<file path="config.mk">
export PLATFORM = sky130hd
export DESIGN_NAME = adder_tree_sat_flat
export DESIGN_NICKNAME = d
export VERILOG_FILES = /design/src/rtl/adder_tree_sat_pkg.sv /design/src/rtl/adder_tree_sat_if.sv /design/src/rtl/adder_tree_sat_clip.sv /design/src/rtl/adder_tree_sat.sv /design/src/flat_wrapper.sv
export SDC_FILE = /design/constraint.sdc
export NUM_CORES = 1
export LEC_CHECK = 0
export CAP_MARGIN = 10
export CORE_ASPECT_RATIO = 1.75
export CORE_UTILIZATION = 40
export CTS_BUF_LIST = sky130_fd_sc_hd__clkbuf_4
export CTS_CLUSTER_SIZE = 14
export DETAILED_ROUTE_END_ITERATION = 10
export HOLD_SLACK_MARGIN = 0.1
export SLEW_MARGIN = 15
export SYNTH_ARGS = -nofsm -noshare
export SYNTH_HDL_FRONTEND = slang
export SYNTH_SLANG_ARGS = --single-unit
</file>
<file path="constraint.sdc">
create_clock -name clk -period 3.5 [get_ports clk]
set_input_delay 0.7 -clock clk [delete_from_list [all_inputs] [get_ports clk]]
set_output_delay 0.7 -clock clk [all_outputs]
set_load 0.02 [all_outputs]
</file>
<file path="src/rtl/adder_tree_sat_pkg.sv">
// Shared constants and helpers for the saturating adder tree: tree depth and
// the numeric range bounds of a WIDTH-bit result in signed or unsigned mode.
package adder_pkg;

  function automatic int clog2_f(input int n);
    int r;
    r = 0;
    for (int i = 0; i < 31; i++) begin
      if ((32'sd1 <<< i) < n) begin
        r = i + 1;
      end
    end
    return r;
  endfunction

  function automatic logic signed [63:0] smin_f(input int w);
    return -(64'sd1 <<< (w - 1));
  endfunction

  function automatic logic signed [63:0] smax_f(input int w);
    return (64'sd1 <<< (w - 1)) - 64'sd1;
  endfunction

  function automatic logic signed [63:0] umin_f(input int w);
    return (w > 0) ? 64'sd0 : 64'sd0;
  endfunction

  function automatic logic signed [63:0] umax_f(input int w);
    return (64'sd1 <<< w) - 64'sd1;
  endfunction

endpackage

</file>
<file path="src/rtl/adder_tree_sat_if.sv">
// Valid/ready sample and result channels of the adder tree, with per-sample mode bits.
interface adder_tree_sat_if #(
  parameter int WIDTH = 12,
  parameter int LANES = 4
);
  logic                     in_valid;
  logic                     in_ready;
  logic [LANES*WIDTH-1:0]   in_data;
  logic                     signed_mode;
  logic                     sat_en;
  logic                     out_valid;
  logic                     out_ready;
  logic [WIDTH-1:0]         out_data;
  logic                     out_ovf;

  modport master (
    output in_valid, in_data, signed_mode, sat_en, out_ready,
    input  in_ready, out_valid, out_data, out_ovf
  );

  modport slave (
    input  in_valid, in_data, signed_mode, sat_en, out_ready,
    output in_ready, out_valid, out_data, out_ovf
  );
endinterface

</file>
<file path="src/rtl/adder_tree_sat_clip.sv">
// Range check and saturate/wrap of a full-precision tree sum down to WIDTH bits.
module sat_clip
  import adder_pkg::*;
#(
  parameter int WIDTH = 12,
  parameter int SW    = 14
) (
  input  logic [SW-1:0]    sum_i,
  input  logic             signed_i,
  input  logic             sat_i,
  output logic [WIDTH-1:0] data_o,
  output logic             ovf_o
);

  logic signed [63:0] wide_s;
  logic signed [63:0] lo_s;
  logic signed [63:0] hi_s;

  // Interpret the sum in the sample's mode and pick that mode's bounds
  always_comb begin
    wide_s = 64'sd0;
    lo_s   = 64'sd0;
    hi_s   = 64'sd0;
    if (signed_i) begin
      wide_s = {{(64-SW){sum_i[SW-1]}}, sum_i};
      lo_s   = smin_f(WIDTH);
      hi_s   = smax_f(WIDTH);
    end else begin
      wide_s = {{(64-SW){1'b0}}, sum_i};
      lo_s   = umin_f(WIDTH);
      hi_s   = umax_f(WIDTH);
    end
  end

  // Overflow flag is independent of sat_i; only the data path clips
  always_comb begin
    ovf_o  = 1'b0;
    data_o = wide_s[WIDTH-1:0];
    if (wide_s > hi_s) begin
      ovf_o = 1'b1;
      if (sat_i) begin
        data_o = hi_s[WIDTH-1:0];
      end else begin
        data_o = wide_s[WIDTH-1:0];
      end
    end else if (wide_s < lo_s) begin
      ovf_o = 1'b1;
      if (sat_i) begin
        data_o = lo_s[WIDTH-1:0];
      end else begin
        data_o = wide_s[WIDTH-1:0];
      end
    end else begin
      ovf_o  = 1'b0;
      data_o = wide_s[WIDTH-1:0];
    end
  end

endmodule

</file>
<file path="src/rtl/adder_tree_sat.sv">
// Pipelined LANES-operand adder tree with one register per tree level and a
// saturating/wrapping output register, stalled as a whole by out_ready.
module adder_tree_sat
  import adder_pkg::*;
#(
  parameter int WIDTH = 12,
  parameter int LANES = 4
) (
  input logic             clk,
  input logic             rst_n,
  adder_tree_sat_if.slave bus
);

  localparam int S  = clog2_f(LANES);
  localparam int SW = WIDTH + S;

  // Heap-indexed tree: node i sums nodes 2i and 2i+1; leaves LANES..2*LANES-1
  // are the extended inputs, nodes 1..LANES-1 are registers, node 1 is the root.
  logic [SW-1:0]    node_s [1:2*LANES-1];
  logic [SW-1:0]    tree_d [1:LANES-1];
  logic [SW-1:0]    tree_q [1:LANES-1];
  logic [S-1:0]     vld_q;
  logic [S-1:0]     sgn_q;
  logic [S-1:0]     sat_q;
  logic             out_valid_q;
  logic [WIDTH-1:0] out_data_q;
  logic             out_ovf_q;
  logic [WIDTH-1:0] clip_data_s;
  logic             clip_ovf_s;
  logic             advance_s;

  assign advance_s     = bus.out_ready | ~out_valid_q;
  assign bus.in_ready  = advance_s;
  assign bus.out_valid = out_valid_q;
  assign bus.out_data  = out_data_q;
  assign bus.out_ovf   = out_ovf_q;

  // Leaves extended by the incoming sample's mode; inner nodes from registers
  always_comb begin
    for (int i = 0; i < LANES; i++) begin
      if (bus.signed_mode) begin
        node_s[LANES+i] = {{S{bus.in_data[i*WIDTH+WIDTH-1]}}, bus.in_data[i*WIDTH +: WIDTH]};
      end else begin
        node_s[LANES+i] = {{S{1'b0}}, bus.in_data[i*WIDTH +: WIDTH]};
      end
    end
    for (int i = 1; i < LANES; i++) begin
      node_s[i] = tree_q[i];
    end
  end

  // Next value of every tree register
  always_comb begin
    for (int i = 1; i < LANES; i++) begin
      tree_d[i] = node_s[2*i] + node_s[2*i+1];
    end
  end

  // Tree data and per-level mode bits; no reset needed on data
  always_ff @(posedge clk) begin
    if (advance_s) begin
      tree_q   <= tree_d;
      sgn_q[0] <= bus.signed_mode;
      sat_q[0] <= bus.sat_en;
      for (int k = 1; k < S; k++) begin
        sgn_q[k] <= sgn_q[k-1];
        sat_q[k] <= sat_q[k-1];
      end
    end
  end

  sat_clip #(
    .WIDTH (WIDTH),
    .SW    (SW)
  ) u_clip (
    .sum_i    (tree_q[1]),
    .signed_i (sgn_q[S-1]),
    .sat_i    (sat_q[S-1]),
    .data_o   (clip_data_s),
    .ovf_o    (clip_ovf_s)
  );

  // Valid chain and output register; bubbles leave the last result in place
  always_ff @(posedge clk or negedge rst_n) begin
    if (!rst_n) begin
      vld_q       <= {S{1'b0}};
      out_valid_q <= 1'b0;
      out_data_q  <= {WIDTH{1'b0}};
      out_ovf_q   <= 1'b0;
    end else if (advance_s) begin
      vld_q[0] <= bus.in_valid;
      for (int k = 1; k < S; k++) begin
        vld_q[k] <= vld_q[k-1];
      end
      out_valid_q <= vld_q[S-1];
      if (vld_q[S-1]) begin
        out_data_q <= clip_data_s;
        out_ovf_q  <= clip_ovf_s;
      end
    end
  end

endmodule

</file>
<file path="src/flat_wrapper.sv">
// flat-port wrapper written by rule: the top's interface ports become plain ports
module adder_tree_sat_flat import adder_pkg::*;
#(
  parameter int WIDTH = 12,
  parameter int LANES = 4
)
  (clk, rst_n, bus_in_valid, bus_in_data, bus_signed_mode, bus_sat_en, bus_out_ready, bus_in_ready, bus_out_valid, bus_out_data, bus_out_ovf);
  adder_tree_sat_if #(.WIDTH(WIDTH), .LANES(LANES)) bus_i ();
  input logic clk;
  input logic rst_n;
  input wire logic [$bits(bus_i.in_valid)-1:0] bus_in_valid;
  input wire logic [$bits(bus_i.in_data)-1:0] bus_in_data;
  input wire logic [$bits(bus_i.signed_mode)-1:0] bus_signed_mode;
  input wire logic [$bits(bus_i.sat_en)-1:0] bus_sat_en;
  input wire logic [$bits(bus_i.out_ready)-1:0] bus_out_ready;
  output wire logic [$bits(bus_i.in_ready)-1:0] bus_in_ready;
  output wire logic [$bits(bus_i.out_valid)-1:0] bus_out_valid;
  output wire logic [$bits(bus_i.out_data)-1:0] bus_out_data;
  output wire logic [$bits(bus_i.out_ovf)-1:0] bus_out_ovf;
  assign bus_i.in_valid = bus_in_valid;
  assign bus_i.in_data = bus_in_data;
  assign bus_i.signed_mode = bus_signed_mode;
  assign bus_i.sat_en = bus_sat_en;
  assign bus_i.out_ready = bus_out_ready;
  assign bus_in_ready = bus_i.in_ready;
  assign bus_out_valid = bus_i.out_valid;
  assign bus_out_data = bus_i.out_data;
  assign bus_out_ovf = bus_i.out_ovf;
  adder_tree_sat #(.WIDTH(WIDTH), .LANES(LANES)) u_core (.clk(clk), .rst_n(rst_n), .bus(bus_i));
endmodule
</file>
==> results of run 1 <==
[kinds of logic after synthesis]
logic type      share of synthesized area [%]
xor+xnor                                 5.32
simple gates                             14.0
compound gates                           19.8
mux                                      1.02
flops                                    41.6
fa+ha+maj                                14.6
buf+inv                                  3.60
[per-stage QoR]
step                setup WS, ps  instances  utilization [%]
floorplan                    410        420                -
global placement             515        608             49.2
detailed placement           443        608             49.2
CTS                          891        624             50.7
global route                 752        625             50.7
finish                       864        625             50.7
[power by group]
| group | switching, mW | internal (mW) |
|---|---|---|
| Clock | 0.242 | 0.290 |
| Combinational | 0.823 | 0.700 |
| Sequential | 0.122 | 1.13 |
| Total | 1.19 | 2.12 |
[worst max-delay path, cell delays in order]
cell	delay, ps
clkdlybuf4s50_1	470
ha_1	190
inv_1	60
fa_1	410
nor2b_1	140
o21ai_1	100
a21oi_1	350
o21a_1	240
o311ai_1	110
[state kept, by name (all words and copies together), names as in the netlist]
register,flops
u_core.node_s,42
u_core.bus.out_data,12
u_core.sat_q,2
u_core.sgn_q,2
u_core.vld_q,2
u_core.bus.out_ovf,1
u_core.bus.out_valid,1
[layout make-up]
class                      count  area, um^2  area share (%)
multi-input combinational    320        2340            44.7
sequential                    62        1780            33.9
clock inverter                 6        76.3            1.45
timing repair buffer          72         711            13.5
inverter                      27         101            1.93
clock buffer                  10        75.1            1.43
tap                          127         159            3.03
antenna                        1        2.50          0.0477
[metal layers]
layer,track usage (%),vias to the layer above,wire length [um]
met2,31.7,69,4920
met5,0,-,0
met3,1.84,18,194
met1,16.3,1562,3000
met4,9.87,0,263
li1,-,1707,-
[synthesized netlist by cell type (2+ instances only)]
library cell | instances | share of area [%]
a211oi_1 | 5 | 0.88
a21o_1 | 8 | 1.4
a21oi_1 | 33 | 3.9
a21oi_2 | 2 | 0.41
a221oi_1 | 2 | 0.41
a311o_1 | 2 | 0.47
a311oi_1 | 5 | 1.0
a31oi_1 | 4 | 0.58
a31oi_2 | 2 | 0.58
and2_1 | 4 | 0.58
buf_2 | 3 | 0.35
clkbuf_1 | 7 | 0.61
dfrtp_1 | 16 | 9.4
edfxtp_1 | 46 | 32
fa_1 | 3 | 1.4
ha_1 | 45 | 13
inv_1 | 26 | 2.3
mux2_2 | 3 | 0.79
nand2_1 | 30 | 2.6
nand2b_1 | 9 | 1.3
nand3_1 | 8 | 0.94
nand4_1 | 3 | 0.44
nor2_1 | 22 | 1.9
nor2_2 | 2 | 0.29
nor2b_1 | 10 | 1.5
nor3_1 | 13 | 1.5
nor3b_1 | 3 | 0.53
nor4_1 | 2 | 0.29
o211ai_1 | 8 | 1.4
o21a_1 | 3 | 0.53
o21ai_0 | 9 | 1.1
o21ai_1 | 21 | 2.5
o21bai_1 | 4 | 0.70
o31ai_1 | 4 | 0.70
or3_1 | 4 | 0.58
xnor2_1 | 19 | 3.9
xor2_1 | 7 | 1.4
[worst paths after layout]
path                                           endpoint  slack (ps)  depth (start not counted)             from
worst max-delay path                  u_core.node_s[80]         860                          9   bus_in_data[0]
worst min-delay path                    u_core.sgn_q[1]         430                          0  u_core.sgn_q[0]
worst max register to register  u_core.bus.out_data[11]        1220                          7  u_core.sgn_q[1]
worst min register to register          u_core.sgn_q[1]         430                          0  u_core.sgn_q[0]
max in group asynchronous        u_core.bus.out_data[2]        2340                          1            rst_n
min in group asynchronous       u_core.bus.out_data[11]         710                          1            rst_n
==> results_dict.tcl, run 1 <==
set metrics [dict create \
    grt-ovfl-total 0 \
    root_buffer "clkbuf_4" \
    num-fill-cells 951 \
    vias 3356 \
    area_growth_pct 22.8 \
    hold_ws_ps 427 \
    cts_tree "built" \
    ys_seq_area_share_pct 41.6 \
    ir_drop_uv 322 \
    cts_setup_buffers 0 \
    core_mm2 0.0104 \
    cp-end-kind "flop" \
    ys_ff_latch 62 \
    portBuffers 68 \
    grt_pass1_vias 3349 \
    routed_via_density 5.37 \
    synth.distinct_cells 60 \
    synth_edf_count 46 \
    cts_resized 0 \
    cts_buffers 9 \
    worstSetupStartpointType "primary input" \
    power_mw 3.30 \
    cts_sinks 62 \
    place_congestion 0.828 \
    worstMarginPinSlew_ps 702 \
    power_density_mw_per_mm2 629 \
    final_common_cell "clkdlybuf4s50_1" \
    fin_skew_ps 13.0 \
    layout.cells.most_common_list "68 x clkdlybuf4s50_1, 46 x edfxtp_1, 45 x ha_1" \
    crit_type "primary input to flop" \
    slew-limit-headroom_pct 53.0 \
    outcome "complete, no violations" \
    hpwlAfterDp_mm 6.87 \
    grt_setup_unrepaired "no" \
    rows 49 \
    critPathRequiredTime_ps 3640 \
    ios 69 \
    initial_core_util_pct 41.3 \
    period_minus_slack_ps 2640 \
    grt_util_all_layers_pct 16.6 \
    dr.first_iter.drc_count 120 \
    wl_mm 8.39 \
    drive_gt1_share_pct 6.84 \
    firstDrtPassIters 4 \
    nets 594 \
    placedInstanceArea_mm2 0.00510 \
    grt_max_degree 50 \
    ys_warn_count 0 \
    cts-htree-levels 3 \
    setup_tns_ps 0 \
    clkSlewWorstSetupHoldPaths_ps 100 \
    max-cap-violations 0 \
    leakagePower_nw 2.08 \
    period_share_pct 75.3 \
    avgRoutedWirePerCell_um 13.4 \
    postSynthAreaPerCell_um2 10.2 \
    fin_area_mm2 0.00525 \
    fp.dieW_um 80.2 \
    syn_area_mm2 0.00428 \
    ys.flop_type "edfxtp_1" \
    cts_buffer_depth 2 \
    hold_viol 0 \
    timing.fmax_mhz 379 \
    syn-num-nets 522 \
    async_flop_share_pct 25.8 \
    crit_arrival_ps 2780 \
    min_path_type "flop to flop" \
    dieArea_mm2 0.0111 \
    remaining_drc_errors 0 \
    final_antenna_net_count 0 \
    die_h_um 139 \
    cts_hold_buf 0 \
    grt_first_pass_wirelength_mm 14.4 \
    syn-instance-count 420 \
    drv_slew 0 \
    critPathMaxFanout 4 \
    antenna_found_initial 1 \
    setup_viol 0 \
    clkLatencyLatePin_ps 400 \
]
(Power assumes the default switching activity.)
==> run 2: changes to the inputs <==
==> constraint.sdc (replaced) <==
create_clock -name clk -period 2.5 [get_ports clk]
set_input_delay 0.5 -clock clk [delete_from_list [all_inputs] [get_ports clk]]
set_output_delay 0.5 -clock clk [all_outputs]
set_load 0.02 [all_outputs]
==> run 2 against run 1 <==
First-iteration DRC count is 32% higher; utilization increased by 2.4 points; global-route usage grew 1.1 points; non-clock buffer count rose by 36; via count rose by 3.8%; flip-flop and latch count did not move; clock power rose by 21%; critical path depth decreased by 1; sequential share of layout area is 1.5 points lower; highest routed layer unchanged; clock skew increased by 2.7 ps; die area did not move; critical endpoint is now u_core.node_s[79]; final area grew 4.7%.
==> results_dict.tcl, run 2 (synthesis results as in run 1) <==
set metrics [dict create \
    outcome "complete, no violations" \
    setup_tns_ps 0 \
    drive_gt1_share_pct 13.3 \
    cp-end-kind "flop" \
    area_growth_pct 28.5 \
    place_congestion 0.786 \
    final_antenna_net_count 0 \
    remaining_drc_errors 0 \
    period_minus_slack_ps 2340 \
    portBuffers 68 \
    dr.first_iter.drc_count 158 \
    rows 49 \
    avgRoutedWirePerCell_um 13.4 \
    setup_viol 0 \
    slew-limit-headroom_pct 52.6 \
    root_buffer "clkbuf_4" \
    initial_core_util_pct 41.3 \
    cp_slowest_stage_delay_ps 430 \
    firstDrtPassIters 4 \
    power_mw 4.61 \
    num-fill-cells 966 \
    grt_first_pass_wirelength_mm 15.2 \
    cts_buffer_depth 2 \
    final_common_cell "clkdlybuf4s50_1" \
    cts_setup_buffers 0 \
    wl_mm 8.89 \
    grt_util_all_layers_pct 17.7 \
    clkLatencyLatePin_ps 410 \
    critPathRequiredTime_ps 2650 \
    grt-ovfl-total 0 \
    grt_pass1_vias 3574 \
    worstSetupStartpointType "primary input" \
    seqCellArea_mm2 0.00178 \
    cts-htree-levels 3 \
    largest_reg_flops 42 \
    multiInputGateArea_mm2 0.00234 \
    cts_resized 0 \
    ios 69 \
    hpwlAfterDp_mm 7.29 \
    fp.dieW_um 80.2 \
    crit_arrival_ps 2490 \
    crit_slowest_cell "clkdlybuf4s50_1" \
    grt_max_degree 50 \
    worstMarginPinSlew_ps 708 \
    cts_sinks 62 \
    grt_setup_unrepaired "no" \
    routed_via_density 5.27 \
    crit_type "primary input to flop" \
    cts_tree "built" \
    layout.cells.most_common_list "68 x clkdlybuf4s50_1, 46 x edfxtp_1, 45 x ha_1" \
    dieArea_mm2 0.0111 \
    ir_drop_uv 466 \
    fin_skew_ps 15.7 \
    hold_viol 0 \
    power_density_mw_per_mm2 838 \
    cts_hold_buf 0 \
    antenna_found_initial 1 \
    critPathMaxFanout 4 \
    die_h_um 139 \
    leakagePower_nw 2.25 \
    min_path_type "flop to flop" \
    clkSlewWorstSetupHoldPaths_ps 90 \
    nets 630 \
    worstPathCellList "clkdlybuf4s50_1 > ha_1 > a211oi_1 > buf_4 > o21ai_1 > a31oi_2 > nor3_1 > a311o_1" \
    core_mm2 0.0104 \
    vias 3482 \
    max-cap-violations 0 \
    period_share_pct 93.7 \
    cts_buffers 9 \
    timing.fmax_mhz 427 \
    drv_slew 0 \
    hold_ws_ps 427 \
]
-- run 2: critical path, delay by kind of cell --
| kind | cells | cell delay, ps |
|---|---|---|
| compound gates | 4 | 970 |
| buf+inv | 2 | 600 |
| fa+ha+maj | 1 | 320 |
| simple gates | 1 | 100 |
-- run 2: report_power, final --
part	internal [mW]	switching, mW	leakage (nW)
Sequential	1.58	0.170	0.652
Combinational	1.04	1.17	1.52
Clock	0.305	0.339	0.0750
-- run 2: final cells by class --
class,instances,area share (%)
antenna,1,0.0455
clock buffer,10,1.37
clock inverter,6,0.956
inverter,27,1.84
multi-input combinational,320,42.6
sequential,62,32.4
tap,127,2.89
timing repair buffer,108,17.8
-- run 2: path summary, 6_finish.rpt --
kind	cells past startpoint	start	slack, ps	end
worst max-delay path	8	bus_in_data[1]	160	u_core.node_s[79]
worst min-delay path	0	u_core.sat_q[0]	430	u_core.sat_q[1]
worst max register to register	8	u_core.node_s[56]	200	u_core.node_s[96]
worst min register to register	0	u_core.sat_q[0]	430	u_core.sat_q[1]
max in group asynchronous	1	rst_n	1540	u_core.bus.out_data[11]
min in group asynchronous	1	rst_n	510	u_core.bus.out_data[2]
-- run 2: metrics by stage --
step / instances / cell area (um^2) / setup WS [ps] / utilization, %
floorplan: 420 / 4280 / 348 / -
global placement: 644 / 5370 / -250 / 51.8
detailed placement: 644 / 5370 / -258 / 51.8
CTS: 660 / 5500 / 179 / 53.0
global route: 661 / 5500 / 36.3 / 53.1
finish: 661 / 5500 / 157 / 53.1
-- run 2: metal layers --
metal  GRT usage (%)  vias to the layer above  wire length, um
li1                -                     1774                -
met1            15.6                     1628             3120
met2            35.7                       64             5360
met3            3.62                       16              182
met4            8.18                        0              227
met5               0                        -                0
==> run 3: changes to the inputs <==
==> constraint.sdc (replaced) <==
create_clock -name clk -period 3 [get_ports clk]
set_input_delay 0.6 -clock clk [delete_from_list [all_inputs] [get_ports clk]]
set_output_delay 0.6 -clock clk [all_outputs]
set_load 0.02 [all_outputs]
==> run 3 against run 2 <==
Power down 19%; critical path depth fell by 1; worst hold slack worse by 0.59 ps; utilization down 2.6 points; flip-flop and latch count is the same; clock skew down 7.2 ps; first-iteration DRC count down 48%; clock power down 26%; largest power group unchanged.
==> results_dict.tcl, run 3 (synthesis results as in run 1) <==
set metrics [dict create \
    outcome "complete, no violations" \
    min_path_type "flop to flop" \
    min_path_cells 0 \
    netSwitchingPower_mw 1.38 \
    ir_drop_uv 398 \
    grt_setup_unrepaired "no" \
    place_congestion 0.824 \
    grt_max_degree 50 \
    remaining_drc_errors 0 \
    cts_hold_buf 0 \
    setup_tns_ps 0 \
    worstSetupStartpointType "primary input" \
    crit_arrival_ps 2640 \
    root_buffer "clkbuf_4" \
    leakagePower_nw 2.08 \
    dieArea_mm2 0.0111 \
    fin_area_mm2 0.00523 \
    cts_tree "built" \
    p_comb_share_pct 47.9 \
    final_antenna_net_count 0 \
    period_minus_slack_ps 2480 \
    final_common_cell "clkdlybuf4s50_1" \
    period_share_pct 82.7 \
    area_growth_pct 22.3 \
    worstMarginPinSlew_ps 696 \
    worstPathCellList "clkdlybuf4s50_1 > ha_1 > a211oi_1 > o21ai_1 > a31oi_2 > nor3_1 > a311o_1" \
    grt_first_pass_wirelength_mm 14.4 \
    cp_slowest_stage_delay_ps 440 \
    fin_skew_ps 8.44 \
    met3_usage_pct 3.42 \
    critPathRequiredTime_ps 3160 \
    hpwlAfterDp_mm 6.88 \
    cts_resized 0 \
    grt-ovfl-total 0 \
    cp-end-kind "flop" \
    initial_core_util_pct 41.3 \
    timing.fmax_mhz 403 \
    cts-htree-levels 3 \
    power_frac_seq_pct 39.4 \
    firstDrtPassIters 4 \
    cts_sinks 62 \
    cts_buffers 9 \
    intPower_mw 2.34 \
    placedInstanceArea_mm2 0.00512 \
    met2_usage_pct 33.3 \
    clkSlewWorstSetupHoldPaths_ps 90 \
    crit_type "primary input to flop" \
    cts_buffer_depth 2 \
    portBuffers 68 \
    largest_reg_flops 42 \
    grt_pass1_vias 3357 \
    die_h_um 139 \
    r2r_cells 7 \
    nets 597 \
    core_mm2 0.0104 \
    drv_slew 0 \
    grt_most_used_layer "met2" \
    rows 49 \
    vias 3348 \
    cts_setup_buffers 0 \
    avgRoutedWirePerCell_um 13.5 \
    hold_viol 0 \
    layout.cells.most_common_list "68 x clkdlybuf4s50_1, 46 x edfxtp_1, 45 x ha_1" \
    ios 69 \
    clockPowerShare_pct 12.8 \
    max-cap-violations 0 \
    gr-usage-met1_pct 15.6 \
    dr.first_iter.drc_count 82 \
    drive_gt1_share_pct 7.60 \
    setup_viol 0 \
    power_density_mw_per_mm2 711 \
    critPathMaxFanout 4 \
    grt_util_all_layers_pct 16.7 \
    clkLatencyLatePin_ps 400 \
    fp.dieW_um 80.2 \
    antenna_found_initial 1 \
    swShare_pct 37.1 \
    routed_via_density 5.33 \
    crit_slowest_cell "a211oi_1" \
    wl_mm 8.51 \
    slew-limit-headroom_pct 53.4 \
]
==> run 3: layout make-up <==
class,instances,area (um^2)
Timing Repair Buffer,75,733
Multi-Input combinational cell,320,2340
Tap cell,127,159
Clock buffer,13,97.6
Clock inverter,3,12.5
Inverter,27,101
Antenna cell,1,2.50
Sequential cell,62,1780
Fill cell,964,5130
==> run 3: path summary, 6_finish.rpt <==
kind / end / startpoint / slack, ps
worst max-delay path: u_core.node_s[79] / bus_in_data[1] / 520
worst min-delay path: u_core.sat_q[1] / u_core.sat_q[0] / 430
worst max register to register: u_core.bus.out_data[11] / u_core.sgn_q[1] / 730
worst min register to register: u_core.sat_q[1] / u_core.sat_q[0] / 430
max in group asynchronous: u_core.bus.out_data[1] / rst_n / 1950
min in group asynchronous: u_core.bus.out_data[7] / rst_n / 610
==> run 3: stage by stage <==
| step | worst slack, ps | hold WS [ps] | instances | util (%) | total power [mW] |
|---|---|---|---|---|---|
| 3_3_place_gp | 152 | 404 | 611 | 49.4 | 3.23 |
| 6_report | 520 | 427 | 628 | 50.5 | 3.72 |
| 2_1_floorplan | 10.4 | 304 | 420 | - | 2.72 |
| 4_1_cts | 536 | 422 | 627 | 50.5 | 3.76 |
| 5_1_grt | 463 | 429 | 628 | 50.5 | 4.03 |
| 3_5_place_dp | 102 | 406 | 611 | 49.4 | 3.28 |
==> run 3: metal layers <==
layer	vias up	wire, um
li1	1712	-
met1	1560	3120
met2	65	5040
met3	11	201
met4	0	150
met5	-	0
==> run 3: power by group through the flow <==
stage                     logic [mW]  clock network (mW)  registers (mW)
final                           1.78               0.475            1.47
after floorplan                 1.15                   0            1.57
after detailed placement        1.79                   0            1.49
after global routing            1.99               0.532            1.50
after global placement          1.75                   0            1.48
after CTS                       1.80               0.494            1.47
==> run 3: critical path: cells and delay by family <==
kind	cells	cell delay (ps)
buffers and inverters	1	420
AO/OA/AOI/OAI	4	1200
adder cells (fa/ha/maj)	1	320
AND/OR/NAND/NOR	1	100
